==> config.mk <==
export PLATFORM = sky130hd
export DESIGN_NAME = retry_lock_arbiter
export DESIGN_NICKNAME = d
export VERILOG_FILES = /design/src/rtl/retry_lock_pkg.sv /design/src/rtl/retry_lock_arbiter_rr_pick.sv /design/src/rtl/retry_lock_arbiter.sv
export SDC_FILE = /design/constraint.sdc
export NUM_CORES = 1
export LEC_CHECK = 0
export ABC_AREA = 1
export CAP_MARGIN = 20
export CORE_MARGIN = 3
export CORE_UTILIZATION = 49
export CTS_BUF_LIST = sky130_fd_sc_hd__clkbuf_2 sky130_fd_sc_hd__clkbuf_4 sky130_fd_sc_hd__clkbuf_8
export DETAILED_ROUTE_END_ITERATION = 12
export PLACE_DENSITY_LB_ADDON = 0.3
export SLEW_MARGIN = 40
export SYNTH_ARGS = -nofsm -noshare
export SYNTH_HDL_FRONTEND = slang
export SYNTH_SLANG_ARGS = --single-unit
==> constraint.sdc <==
create_clock -name clk_i -period 1.62 [get_ports clk_i]
set_input_delay 0.324 -clock clk_i [delete_from_list [all_inputs] [get_ports clk_i]]
set_output_delay 0.324 -clock clk_i [all_outputs]
set_load 0.02 [all_outputs]
==> src/rtl/retry_lock_pkg.sv <==
// Shared types and helpers for the retry/backoff lock responder.
package retry_lock_pkg;

  typedef enum logic [1:0] {
    IDLE   = 2'd0,
    LOCKED = 2'd1
  } lock_state_e;

  function automatic int idx_width(input int n);
    return (n > 32'sd1) ? $clog2(n) : 32'sd1;
  endfunction

endpackage

==> src/rtl/retry_lock_arbiter_rr_pick.sv <==
// Combinational round-robin pick: first set request at or after ptr, wrapping around.
module rr_pick
  import retry_lock_pkg::*;
#(
  parameter int NumReq = 4,
  parameter int IdxW   = idx_width(NumReq)
) (
  input  logic [NumReq-1:0] req,
  input  logic [IdxW-1:0]   ptr,
  output logic              valid,
  output logic [IdxW-1:0]   idx
);

  // Wrap-around priority scan; the first hit along the scan order sticks
  always_comb begin
    logic [IdxW-1:0] cand_s;
    logic            hit_s;
    valid  = 1'b0;
    idx    = {IdxW{1'b0}};
    cand_s = {IdxW{1'b0}};
    hit_s  = 1'b0;
    for (int k = 0; k < NumReq; k++) begin
      cand_s = IdxW'((int'(ptr) + k) % NumReq);
      hit_s  = !valid && req[cand_s];
      idx    = hit_s ? cand_s : idx;
      valid  = valid | req[cand_s];
    end
  end

endmodule

==> src/rtl/retry_lock_arbiter.sv <==
// Responder for the retry/backoff lock protocol: round-robin grant, ACK/NACK
// responses one cycle after each sampled request, watchdog-forced release.
module retry_lock_arbiter_chk #(
  parameter int NumReq        = 4,
  parameter int TimeoutCycles = 256
) (
  input logic              clk_i,
  input logic              rst_ni,
  input logic [NumReq-1:0] rsp_valid,
  input logic [NumReq-1:0] rsp_ok
);

  if (NumReq < 1) begin : g_bad_num_req
    $error("retry_lock_arbiter: NumReq must be >= 1");
  end
  if (TimeoutCycles < 2) begin : g_bad_timeout
    $error("retry_lock_arbiter: TimeoutCycles must be >= 2");
  end

  a_ok_onehot0 : assert property (@(posedge clk_i) disable iff (!rst_ni) $onehot0(rsp_ok));
  a_ok_valid   : assert property (@(posedge clk_i) disable iff (!rst_ni) ((rsp_ok & ~rsp_valid) == '0));

endmodule

module retry_lock_arbiter
  import retry_lock_pkg::*;
#(
  parameter int NumReq        = 4,
  parameter int TimeoutCycles = 256
) (
  input  logic                           clk_i,
  input  logic                           rst_ni,
  input  logic [NumReq-1:0]              req_i,
  input  logic [NumReq-1:0]              rel_i,
  output logic [NumReq-1:0]              rsp_valid_o,
  output logic [NumReq-1:0]              rsp_ok_o,
  output logic                           locked_o,
  output logic [idx_width(NumReq)-1:0]   owner_o,
  output logic                           timeout_o
);

  localparam int IdxW = idx_width(NumReq);
  localparam int CntW = $clog2(TimeoutCycles);
  localparam logic [CntW-1:0] CntLast  = CntW'(TimeoutCycles - 1);
  localparam logic [IdxW-1:0] LastIdx  = IdxW'(NumReq - 1);

  lock_state_e       state_r, state_s;
  logic [IdxW-1:0]   owner_r, owner_s;
  logic [IdxW-1:0]   ptr_r, ptr_s;
  logic [CntW-1:0]   cnt_r, cnt_s;
  logic              timeout_r, timeout_s;
  logic [NumReq-1:0] rsp_valid_r, rsp_ok_r, rsp_ok_s;
  logic [NumReq-1:0] owner_hot_s, pick_hot_s;
  logic              pick_valid_s;
  logic [IdxW-1:0]   pick_idx_s;
  logic              owner_rel_s;

  rr_pick #(
    .NumReq(NumReq),
    .IdxW  (IdxW)
  ) u_rr_pick (
    .req  (req_i),
    .ptr  (ptr_r),
    .valid(pick_valid_s),
    .idx  (pick_idx_s)
  );

  // One-hot decode of the current owner and of the round-robin winner
  always_comb begin
    owner_hot_s = {NumReq{1'b0}};
    pick_hot_s  = {NumReq{1'b0}};
    for (int i = 0; i < NumReq; i++) begin
      owner_hot_s[i] = (owner_r == IdxW'(i));
      pick_hot_s[i]  = pick_valid_s && (pick_idx_s == IdxW'(i));
    end
  end

  assign owner_rel_s = rel_i[owner_r];

  // State and datapath registers
  always_ff @(posedge clk_i or negedge rst_ni) begin
    if (!rst_ni) begin
      state_r     <= IDLE;
      owner_r     <= {IdxW{1'b0}};
      ptr_r       <= {IdxW{1'b0}};
      cnt_r       <= {CntW{1'b0}};
      timeout_r   <= 1'b0;
      rsp_valid_r <= {NumReq{1'b0}};
      rsp_ok_r    <= {NumReq{1'b0}};
    end else begin
      state_r     <= state_s;
      owner_r     <= owner_s;
      ptr_r       <= ptr_s;
      cnt_r       <= cnt_s;
      timeout_r   <= timeout_s;
      rsp_valid_r <= req_i;
      rsp_ok_r    <= rsp_ok_s;
    end
  end

  // Next-state logic; an owner release beats a same-cycle watchdog expiry
  always_comb begin
    state_s   = state_r;
    owner_s   = owner_r;
    ptr_s     = ptr_r;
    cnt_s     = cnt_r;
    timeout_s = 1'b0;
    case (state_r)
      IDLE: begin
        if (pick_valid_s) begin
          state_s = LOCKED;
          owner_s = pick_idx_s;
          ptr_s   = (pick_idx_s == LastIdx) ? {IdxW{1'b0}} : pick_idx_s + IdxW'(1);
          cnt_s   = {CntW{1'b0}};
        end else begin
          state_s = IDLE;
        end
      end
      LOCKED: begin
        if (owner_rel_s) begin
          state_s = IDLE;
        end else if (cnt_r == CntLast) begin
          state_s   = IDLE;
          timeout_s = 1'b1;
        end else begin
          cnt_s = cnt_r + CntW'(1);
        end
      end
      default: begin
        state_s = IDLE;
      end
    endcase
  end

  // Response decision, judged against the state at the sampling cycle
  always_comb begin
    rsp_ok_s = {NumReq{1'b0}};
    case (state_r)
      IDLE:    rsp_ok_s = pick_hot_s;
      LOCKED:  rsp_ok_s = req_i & owner_hot_s;
      default: rsp_ok_s = {NumReq{1'b0}};
    endcase
  end

  assign rsp_valid_o = rsp_valid_r;
  assign rsp_ok_o    = rsp_ok_r;
  assign locked_o    = (state_r == LOCKED);
  assign owner_o     = owner_r;
  assign timeout_o   = timeout_r;

  retry_lock_arbiter_chk #(
    .NumReq       (NumReq),
    .TimeoutCycles(TimeoutCycles)
  ) u_chk (
    .clk_i    (clk_i),
    .rst_ni   (rst_ni),
    .rsp_valid(rsp_valid_o),
    .rsp_ok   (rsp_ok_o)
  );

endmodule

Yosys cells after proc, flatten, opt, wreduce, memory -nomap -nowiden
Cells that the tools add are included.
Storage, ports and cells
  word-level logic and storage cells: 76
  output and inout port bits: 12
  input port bits: 10
  register bits: 23
Operators by class
  reduce and logical (&&, ||, !) cells: 16
  bitwise operators: 4
  muxes and demuxes: 27
  eq/ne operators: 12
  magnitude comparators: 5
  add/sub/neg operators: 5
Operators with widths (count)
  8-bit 2-to-1 mux: 3
  8-bit one-hot mux with 2 select lines: 1
  2-bit by 3-bit less-than comparator with 1-bit output, second input constant: 5
  2-bit 2-to-1 mux: 7
  1-bit binary-select mux with 2-bit select: 5
  1-bit 2-to-1 mux: 9
  8-bit by 1-bit adder with 8-bit output, second input constant: 1
  2-bit equality test, second input constant: 4
  8-bit equality test, second input constant: 1
  4-bit one-hot mux with 2 select lines: 1
  1-bit logical AND: 7
  2-bit by 1-bit equality test with 1-bit output, second input constant: 3
  2-bit logical NOT: 3
  2-bit != test, second input constant: 3
  2-bit by 1-bit adder with 2-bit output, second input constant: 2
  2-bit adder, second input constant: 2
  4-bit AND: 1
  2-bit one-hot mux with 2 select lines: 1
  4-bit AND reduction: 1
  1-bit logical NOT: 3
  3-bit by 1-bit != test with 1-bit output, second input constant: 1
  1-bit OR: 3
  2-bit AND reduction: 1
  2-bit nonzero test: 1

Longest topological paths before layout
Gate-level depths: netlist of run 1.
  depth in word-level cells: 11
  depth in mapped cells: 14
  gate-level depth less buffers: 13

By module
A second synthesis of run 1 with hierarchy kept.
Second synthesis, totals
  cells, all modules: 204
  area, all modules: 1480.2 um^2
Modules (own cells, without submodules)
  retry_lock_arbiter: cells an instance 145, area each 1161.1 um^2, sequential area each 550.5 um^2, times used 1
  rr_pick: cells an instance 59, area each 319.1 um^2, sequential area each 0.0 um^2, times used 1

Worst setup path after synthesis of run 1
OpenSTA, ideal clock, no wires.
  kind: register to register
  start: register ptr_r[0]
  end: register ptr_r[1]
  buffers on the path: 1
  data arrival time: 1.563 ns
  library setup time: 0.127 ns
  required time: 1.493 ns
  period minus slack after synthesis: 1.690 ns
  cell stages (with the launch flop): 13
  path slack: -0.070 ns
  cell sequence: dfrtp_1 > buf_6 > inv_8 > nand2_1 > nand3_1 > nand2_2 > nor2_4 > nand3_2 > nand3_1 > inv_1 > ha_1 > nand2_1 > o21ai_0
On the way
  longest elaborated chain between the ends: 10
  elaborated cells between the ends (all ways): 28
  those cells by class: add/sub: 4; eq/ne: 1; mux: 13; bitwise: 3; reduce/logical: 7
RTL lines
  start, declared: RTL line retry_lock_arbiter.sv:49  | logic [IdxW-1:0] ptr_r, ptr_s;
  start signal, assigned: RTL line retry_lock_arbiter.sv:85  | ptr_r <= {IdxW{1'b0}};
  start signal, assigned: RTL line retry_lock_arbiter.sv:93  | ptr_r <= ptr_s;
  2-bit by 1-bit adder with 2-bit output: RTL line retry_lock_arbiter_rr_pick.sv:23  | cand_s = IdxW'((int'(ptr) + k) % NumReq);
  1-bit binary-select mux with 2-bit select: RTL line retry_lock_arbiter_rr_pick.sv:24, retry_lock_arbiter_rr_pick.sv:26
  1-bit 2-to-1 mux (not written as such): RTL line retry_lock_arbiter_rr_pick.sv:24, retry_lock_arbiter_rr_pick.sv:26
  1-bit OR: RTL line retry_lock_arbiter_rr_pick.sv:26  | valid = valid | req[cand_s];
  1-bit logical NOT / 1-bit OR (equally long branches): RTL line retry_lock_arbiter_rr_pick.sv:24, retry_lock_arbiter_rr_pick.sv:26
  1-bit logical AND / 1-bit logical NOT (equally long branches): RTL line retry_lock_arbiter_rr_pick.sv:24  | hit_s = !valid && req[cand_s];
  2-bit 2-to-1 mux / 1-bit logical AND (equally long branches): RTL line retry_lock_arbiter_rr_pick.sv:25, retry_lock_arbiter_rr_pick.sv:24
  2-bit 2-to-1 mux *: RTL line retry_lock_arbiter_rr_pick.sv:25  | idx = hit_s ? cand_s : idx;
  net pick_idx_s[0]: RTL line retry_lock_arbiter.sv:55  | logic [IdxW-1:0] pick_idx_s;
  2-bit by 1-bit adder with 2-bit output / 2-bit equality test (equally long branches): RTL line retry_lock_arbiter.sv:113  | ptr_s = (pick_idx_s == LastIdx) ? {IdxW{1'b0}} : pick_idx_s + IdxW'(1);
  2-bit 2-to-1 mux *: RTL line retry_lock_arbiter.sv:113
Mark *: on every way through the listed nets, which the timed path passes. The rest lies on a longest branch. The select of a mux whose other input is x is not followed.
A chain may end at the register's enable or synchronous reset.

Worst setup path after layout of run 1
  start: register ptr_r[0]
  end: register rsp_ok_r[0], in the netlist rsp_ok_o[0]
On the way
  longest elaborated chain between the ends: 11
  elaborated cells between the ends (all ways): 27
  those cells by class: add/sub: 3; mux: 13; bitwise: 3; reduce/logical: 8
RTL lines
  2-bit by 1-bit adder with 2-bit output: RTL line retry_lock_arbiter_rr_pick.sv:23
  1-bit binary-select mux with 2-bit select: RTL line retry_lock_arbiter_rr_pick.sv:24, retry_lock_arbiter_rr_pick.sv:26
  1-bit 2-to-1 mux (not written as such): RTL line retry_lock_arbiter_rr_pick.sv:24, retry_lock_arbiter_rr_pick.sv:26
  1-bit OR: RTL line retry_lock_arbiter_rr_pick.sv:26
  1-bit logical NOT / 1-bit OR (equally long branches): RTL line retry_lock_arbiter_rr_pick.sv:24, retry_lock_arbiter_rr_pick.sv:26
  1-bit logical AND / 1-bit logical NOT (equally long branches): RTL line retry_lock_arbiter_rr_pick.sv:24
  2-bit 2-to-1 mux / 1-bit logical AND (equally long branches): RTL line retry_lock_arbiter_rr_pick.sv:25, retry_lock_arbiter_rr_pick.sv:24
  2-bit 2-to-1 mux: RTL line retry_lock_arbiter_rr_pick.sv:25
  2-bit logical NOT: RTL line retry_lock_arbiter.sv:74  | pick_hot_s[i] = pick_valid_s && (pick_idx_s == IdxW'(i));
  1-bit logical AND *: RTL line retry_lock_arbiter.sv:74
  4-bit one-hot mux with 2 select lines *: RTL line retry_lock_arbiter.sv:138  | case (state_r)
  net rsp_ok_s[0]: RTL line retry_lock_arbiter.sv:52  | logic [NumReq-1:0] rsp_valid_r, rsp_ok_r, rsp_ok_s;
  end signal, assigned: RTL line retry_lock_arbiter.sv:89  | rsp_ok_r <= {NumReq{1'b0}};
  end signal, assigned: RTL line retry_lock_arbiter.sv:97  | rsp_ok_r <= rsp_ok_s;
  end, declared: RTL line retry_lock_arbiter.sv:52
Marks and branches as above.

==> results of run 1 <==
## power by group through the flow
stage / Sequential [µW] / Combinational (µW) / Clock, µW
after CTS: 831 / 2550 / 421
after global routing: 867 / 3560 / 456
after global placement: 862 / 1880 / 0
after detailed placement: 875 / 1980 / 0
final: 851 / 3310 / 428
after floorplan: 889 / 1310 / 0
## Yosys cell counts (all sizes together)
cell type | instances | area [µm²]
nand4 | 3 | 18.8
and2 | 1 | 6.26
a21oi | 1 | 5.00
inv | 19 | 78.8
nand3 | 25 | 130
xor2 | 2 | 17.5
buf | 3 | 30.0
nor2 | 4 | 22.5
nand2 | 56 | 245
ha | 5 | 62.6
o21ai | 16 | 83.8
dfrtp | 22 | 551
nor3 | 2 | 15.0
xnor2 | 2 | 17.5
## per-layer routing
layer | wire, µm | vias up | track usage
li1 | - | 620 | -
met1 | 1800 | 677 | 0.274
met2 | 2290 | 73 | 0.431
met3 | 303 | 31 | 0.0588
met4 | 282 | 0 | 0.0861
met5 | 0 | - | 0
## worst min path at each step
stage	start	end	slack [ns]
4_1_cts	rst_ni	rsp_ok_o[3]	0.36
2_1_floorplan	rst_ni	cnt_r[0]	0.03
3_5_place_dp	cnt_r[0]	cnt_r[0]	0.52
6_report	req_i[3]	rsp_valid_o[3]	0.31
5_1_grt	req_i[3]	rsp_valid_o[3]	0.32
3_3_place_gp	cnt_r[0]	cnt_r[0]	0.50
## metrics by stage
| step | total power (µW) | hold slack [ns] | cells |
|---|---|---|---|
| 2_1_floorplan | 2190 | 0.0284 | 161 |
| 3_3_place_gp | 2750 | 0.500 | 225 |
| 3_5_place_dp | 2860 | 0.519 | 225 |
| 4_1_cts | 3800 | 0.357 | 236 |
| 5_1_grt | 4880 | 0.320 | 240 |
| 6_report | 4590 | 0.314 | 240 |
## sequential cells by signal (all words and copies together) (netlist names)
name,cells
cnt_r,8
owner_o,2
ptr_r,2
rsp_ok_o,4
rsp_valid_o,4
state_r,1
timeout_o,1
## cells by family (layout without fill, tap and decap cells)
family / count (synthesis) / count (layout) / share of synthesized area
AOI/OAI and AO/OA: 17 / 17 / 0.0692
xor gates and xnor gates: 4 / 4 / 0.0273
adders and majority gates: 5 / 5 / 0.0487
buffers and inverters: 22 / 73 / 0.0848
DFF: 22 / 22 / 0.429
and+or+nand+nor: 91 / 91 / 0.341
## timing repair
item                       in CTS  in global routing
pin swaps                      12                  7
resized for setup              39                 38
setup buffers                   8                  3
hold endpoints to repair        0                  0
setup endpoints to repair      20                 19
cloned                          0                  1
## cells in the final DEF, fill, tap and decap left out, types with 2 or more instances in the layout
cell type / n
inv_2: 3
inv_1: 13
dlygate4sd2_1: 3
o21ai_0: 2
dlymetal6s2s_1: 4
nor2_1: 3
clkbuf_4: 3
inv_4: 2
buf_6: 6
nand2_2: 13
dfrtp_1: 20
nand2_1: 29
nand4_1: 3
dfrtp_2: 2
o21ai_1: 13
buf_4: 21
clkdlybuf4s50_1: 14
nand3_2: 7
xnor2_1: 2
nand2_4: 13
ha_1: 3
nand3_1: 13
xor2_1: 2
nand3_4: 5
## cell type report
cell class	instances	area, µm²	share of cell area
timing repair inverter	1	6.26	0.00306
clock buffer	3	22.5	0.0110
inverter	19	93.8	0.0459
tap	28	35.0	0.0171
timing repair buffer	49	462	0.226
multi-input combinational	117	843	0.412
sequential	22	553	0.270
clock inverter	1	30.0	0.0147
==> flow_summary_export.csv, run 1 <==
group,metric,value,unit
route,vias,1401,
sta,slew_headroom,0.810,
route,wl,4670,µm
sta,setup_ws,-0.300,ns
sta,timing.final.crit_share,1.19,
synthesis,yosysWarnings,0,
route,viasPerCell,5.84,
placement,place_area,1650,µm²
synthesis,ys_ff_latch,22,
route,first_iter_violations,81,
power,clock_power_share,0.093,
synthesis,synth_nets,176,
global_route,grtUsageTotal,0.239,
placement,routabilityCongestion,0.806,
clock_network,root_buffer,"clkbuf_4",
clock_network,clkSinkCount,22,
critical_path,r2r_end,"rsp_ok_o[0]",
synthesis,syn_area,1280,µm²
placement,dp_slack,-0.520,ns
power,share_comb_of_total_power,0.722,
power,peakVddDrop,1940,µV
critical_path,path_delay_family,"simple AND/OR/NAND/NOR gates",
floorplan,num_io_pins,22,
route,post_drt_wl_per_cell,19.5,µm
finish,diodes,0,
power,p_leak,0.00102,µW
global_route,antenna_found_initial,0,
floorplan,start_util,0.549,
clock_network,cts_buffers,3,
synthesis,syn_area_per_cell,7.97,µm²
finish,areaGrowthSynthToFinish,59.4,%
clock_network,tritoncts,"yes",
critical_path,crit_fanout,5,
clock_network,insertion_delay,0.33,ns
power,p_seq_frac,0.185,
sta,finalMaxSlewViolations,0,
sta,rsz0062_at_grt,"yes",
run_status,failed_checks,"negative setup slack",
critical_path,cp-start-kind,"register",
critical_path,crit_chain,"buf_12 -> nand2_2 -> nand2_4 -> nand2_4 -> nand2_4 -> nor2_4 -> nand3_2 -> nand3_2 -> nand2_2 -> buf_4 -> ha_2 -> nand2_1 -> o21ai_1",
critical_path,reg2reg_depth,13,
sta,post-route-min-period,1.92,ns
placement,dp_hpwl,2280,µm
finish,drive_above_1_share,0.401,
sta,tightest_slew,0.283,ns
critical_path,cp-endpoint,"rsp_ok_o[0]",
finish,fill_cells,98,
power,power.internal,2310,µW
floorplan,die_y,57.2,µm
finish,design_area,2050,µm²
power,p_sw_frac,0.498,
critical_path,crit_buf_inv,2,
critical_path,worstSetupPathType,"register to register",
global_route,grt_max_degree,23,
worst_hold_path,hold_path.class,"input port to register",
route,dr.pass1.iters,4,
clock_network,htree_levels,1,
critical_path,cp-end-kind,"register",
critical_path,cp_num_cells,13,
sta,fmax,0.521,GHz
clock_network,path_clk_slew,0.13,ns
clock_network,hold_buffers,0,
critical_path,r2r-start,"ptr_r[0]",
global_route,grt_pass1_vias,1430,
sta,finalHoldViolations,0,
critical_path,r2r_slack,-0.30,ns
route,ant_nets,0,
job,maxCapViolations,0,
critical_path,startpoint,"ptr_r[0]",
clock_network,clockBufferDepth,2,
finish,fin_util,0.874,
sta,tns,-2.98,ns
worst_hold_path,hold_depth,2,
power,power_density,2250,nW/µm²
synthesis,synth-seq-area-share,0.429,
power,switchingPower,2290,µW
global_route,grt_pass1_wl,6070,µm
sta,finalSetupViolCount,19,
placement,port_buffers,21,
global_route,overflow,0,
synthesis,ys_types,24,
floorplan,core_area,2340,µm²
floorplan,die-area,3270,µm²
run_status,outcome,"finished with violations",
synthesis,synth_cells,161,
floorplan,row_count,17,
critical_path,cp.arrival,2.14,ns
floorplan,dieWidth,57.2,µm
route,remaining_drc_errors,0,
critical_path,worst_ep_required_time,1.84,ns
sta,clock_skew,0.0119,ns
critical_path,cpPeakStageDelay,0.45,ns
finish,fin_nets,228,
critical_path,worst_path_max_delay_cell,"dfrtp_2",
critical_path,critPathMostFrequentCell,"nand2_4",
(Power assumes the default switching activity.)
==> run 2, diff against run 1 <==
Settings changed: CORE_UTILIZATION 49 to 35, CTS_CLUSTER_SIZE set to 16.
==> run 2 against run 1 <==
  * The flow still finishes with violations (negative setup slack)
  * Fmax grew 9.1%
  * Combinational power down 22%
  * Cell count up 6.3%
  * Hold slack improved by 0.093 ns
  * Count of clock-buffer cells in the layout is the same
  * Worst setup slack improved by 0.16 ns
  * Critical path depth is 1 higher
  * Sequential share of layout area grew 1.4 points
  * Sequential power fell by 3.1%
==> flow_summary_export.csv, run 2 (synthesized netlist as in run 1, its figures left out) <==
group,metric,value,unit
sta,tns,-1.17,ns
clock_network,clkSinkCount,22,
floorplan,core_area,3440,µm²
sta,slew_headroom,0.775,
sta,post-route-min-period,1.76,ns
route,post_drt_wl_per_cell,12.8,µm
floorplan,row_count,21,
finish,diodes,0,
floorplan,dieWidth,66.6,µm
clock_network,clockBufferDepth,2,
critical_path,cp-start-kind,"register",
finish,areaGrowthSynthToFinish,51.3,%
route,viasPerCell,4.79,
floorplan,die_y,66.6,µm
global_route,overflow,0,
global_route,antenna_found_initial,0,
route,remaining_drc_errors,0,
sta,clock_skew,0.00757,ns
finish,largest_register,"cnt_r",
finish,fill_cells,299,
power,peakVddDrop,576,µV
power,p_seq_frac,0.210,
power,power.internal,2100,µW
clock_network,tritoncts,"yes",
clock_network,hold_buffers,0,
finish,final_common_cell,"nand2_1",
power,power_density,2020,nW/µm²
clock_network,insertion_delay,0.27,ns
placement,routabilityCongestion,0.848,
power,clock_power_share,0.130,
critical_path,crit_fanout,7,
power,power.total,3930,µW
sta,setup_ws,-0.140,ns
sta,finalMaxSlewViolations,0,
critical_path,worst_ep_required_time,1.81,ns
critical_path,worstSetupPathType,"register to register",
sta,tightest_slew,0.335,ns
placement,dp_hpwl,2150,µm
finish,final_cell_mix,"nand2_1 (34), dfrtp_1 (21), buf_4 (21), nand3_1 (15), clkdlybuf4s50_1 (14)",
global_route,grtUsageTotal,0.162,
clock_network,root_buffer,"clkbuf_8",
power,switchingPower,1830,µW
sta,fmax,0.568,GHz
route,ant_nets,0,
clock_network,htree_levels,1,
finish,largest_register_ff_count,8,
sta,timing.final.crit_share,1.09,
route,wl,3250,µm
global_route,grt_max_degree,23,
clock_network,cts_buffers,3,
job,maxCapViolations,0,
global_route,grt_pass1_wl,5500,µm
floorplan,die-area,4430,µm²
critical_path,cp.arrival,1.95,ns
route,dr.pass1.iters,4,
sta,finalHoldViolations,0,
finish,drive_above_1_share,0.354,
worst_hold_path,hold_path.class,"input port to asynchronous set/reset pin",
sta,rsz0062_at_grt,"yes",
placement,port_buffers,21,
sta,finalSetupViolCount,17,
global_route,grt_pass1_vias,1203,
run_status,failed_checks,"negative setup slack",
power,p_sw_frac,0.466,
floorplan,start_util,0.373,
route,first_iter_violations,52,
power,share_comb_of_total_power,0.660,
floorplan,num_io_pins,22,
route,vias,1222,
finish,fin_nets,225,
clock_network,path_clk_slew,0.08,ns
critical_path,cp-end-kind,"register",
run_status,outcome,"finished with violations",
power,p_leak,0.000946,µW
-- run 2: cell count changes in the layout (fill, tap and decap cells not counted), moves of 3 or more --
cell,delta
buf_6,-3
clkbuf_4,-3
clkbuf_8,+3
dlygate4sd2_1,+4
dlymetal6s2s_1,-4
nand2_1,+5
nand2_4,-3
nand3_4,-4
o21ai_0,+4
o21ai_1,-5
-- run 2: path summary, 6_finish.rpt --
kind	slack, ns	cells after the start	start	endpoint
worst max-delay path	-0.14	14	ptr_r[0]	ptr_r[1]
worst min-delay path	0.41	2	rst_ni	cnt_r[6]
worst max register to register	-0.14	14	ptr_r[0]	ptr_r[1]
worst min register to register	0.54	2	cnt_r[1]	cnt_r[1]
max in group asynchronous	0.97	2	rst_ni	ptr_r[0]
min in group clk_i	0.48	2	req_i[2]	rsp_valid_o[2]
-- run 2: critical path, stage by stage, from the launching register on --
cell and delay [ns]:
dfrtp_2 0.41, buf_6 0.14, inv_8 0.08, nand2_1 0.06
nand2_2 0.11, nand2_4 0.07, nand2_4 0.07, nor2_4 0.04
nand3_1 0.09, nand3_2 0.09, nand2_2 0.10, inv_2 0.06
ha_4 0.25, nand2_1 0.04, o21ai_1 0.06
-- run 2: cell type report --
type,instances,area [µm²],area share
Tap cell,46,57.6,0.0296
Clock inverter,1,30.0,0.0155
Timing Repair Buffer,46,408,0.210
Sequential cell,22,552,0.284
Clock buffer,3,41.3,0.0213
Multi-Input combinational cell,118,769,0.396
Inverter,19,83.8,0.0432
-- run 2: stage by stage --
stage | std cells | setup WS [ns] | instance area [µm²] | utilization | hold WS, ns
global route | 255 | -0.265 | 1940 | 0.564 | 0.442
floorplan | 161 | -0.0293 | 1300 | - | 0.0284
finish | 255 | -0.140 | 1940 | 0.564 | 0.407
detailed placement | 241 | -0.476 | 1650 | 0.481 | 0.515
global placement | 241 | -0.456 | 1650 | 0.481 | 0.493
CTS | 252 | -0.0981 | 1910 | 0.556 | 0.410
-- run 2: what timing repair did --
item,4_1_cts,5_1_grt
setup endpoints to repair,20,17
resized for setup,51,2
pin swaps,11,2
cloned,0,1
buffers inserted,7,2
endpoints found under the hold margin,0,0
-- run 2: power groups by stage --
stage	logic (µW)	clock network [µW]	registers, µW
global route	2870	541	846
global placement	1860	0	865
detailed placement	1910	0	874
floorplan	1310	0	889
CTS	2460	519	824
finish	2590	512	825
-- run 2: metal layers --
layer / routed length (µm) / GRT usage
met2: 1560 / 0.266
met3: 163 / 0.0152
met1: 1500 / 0.223
met5: 0 / 0
met4: 26 / 0.0533
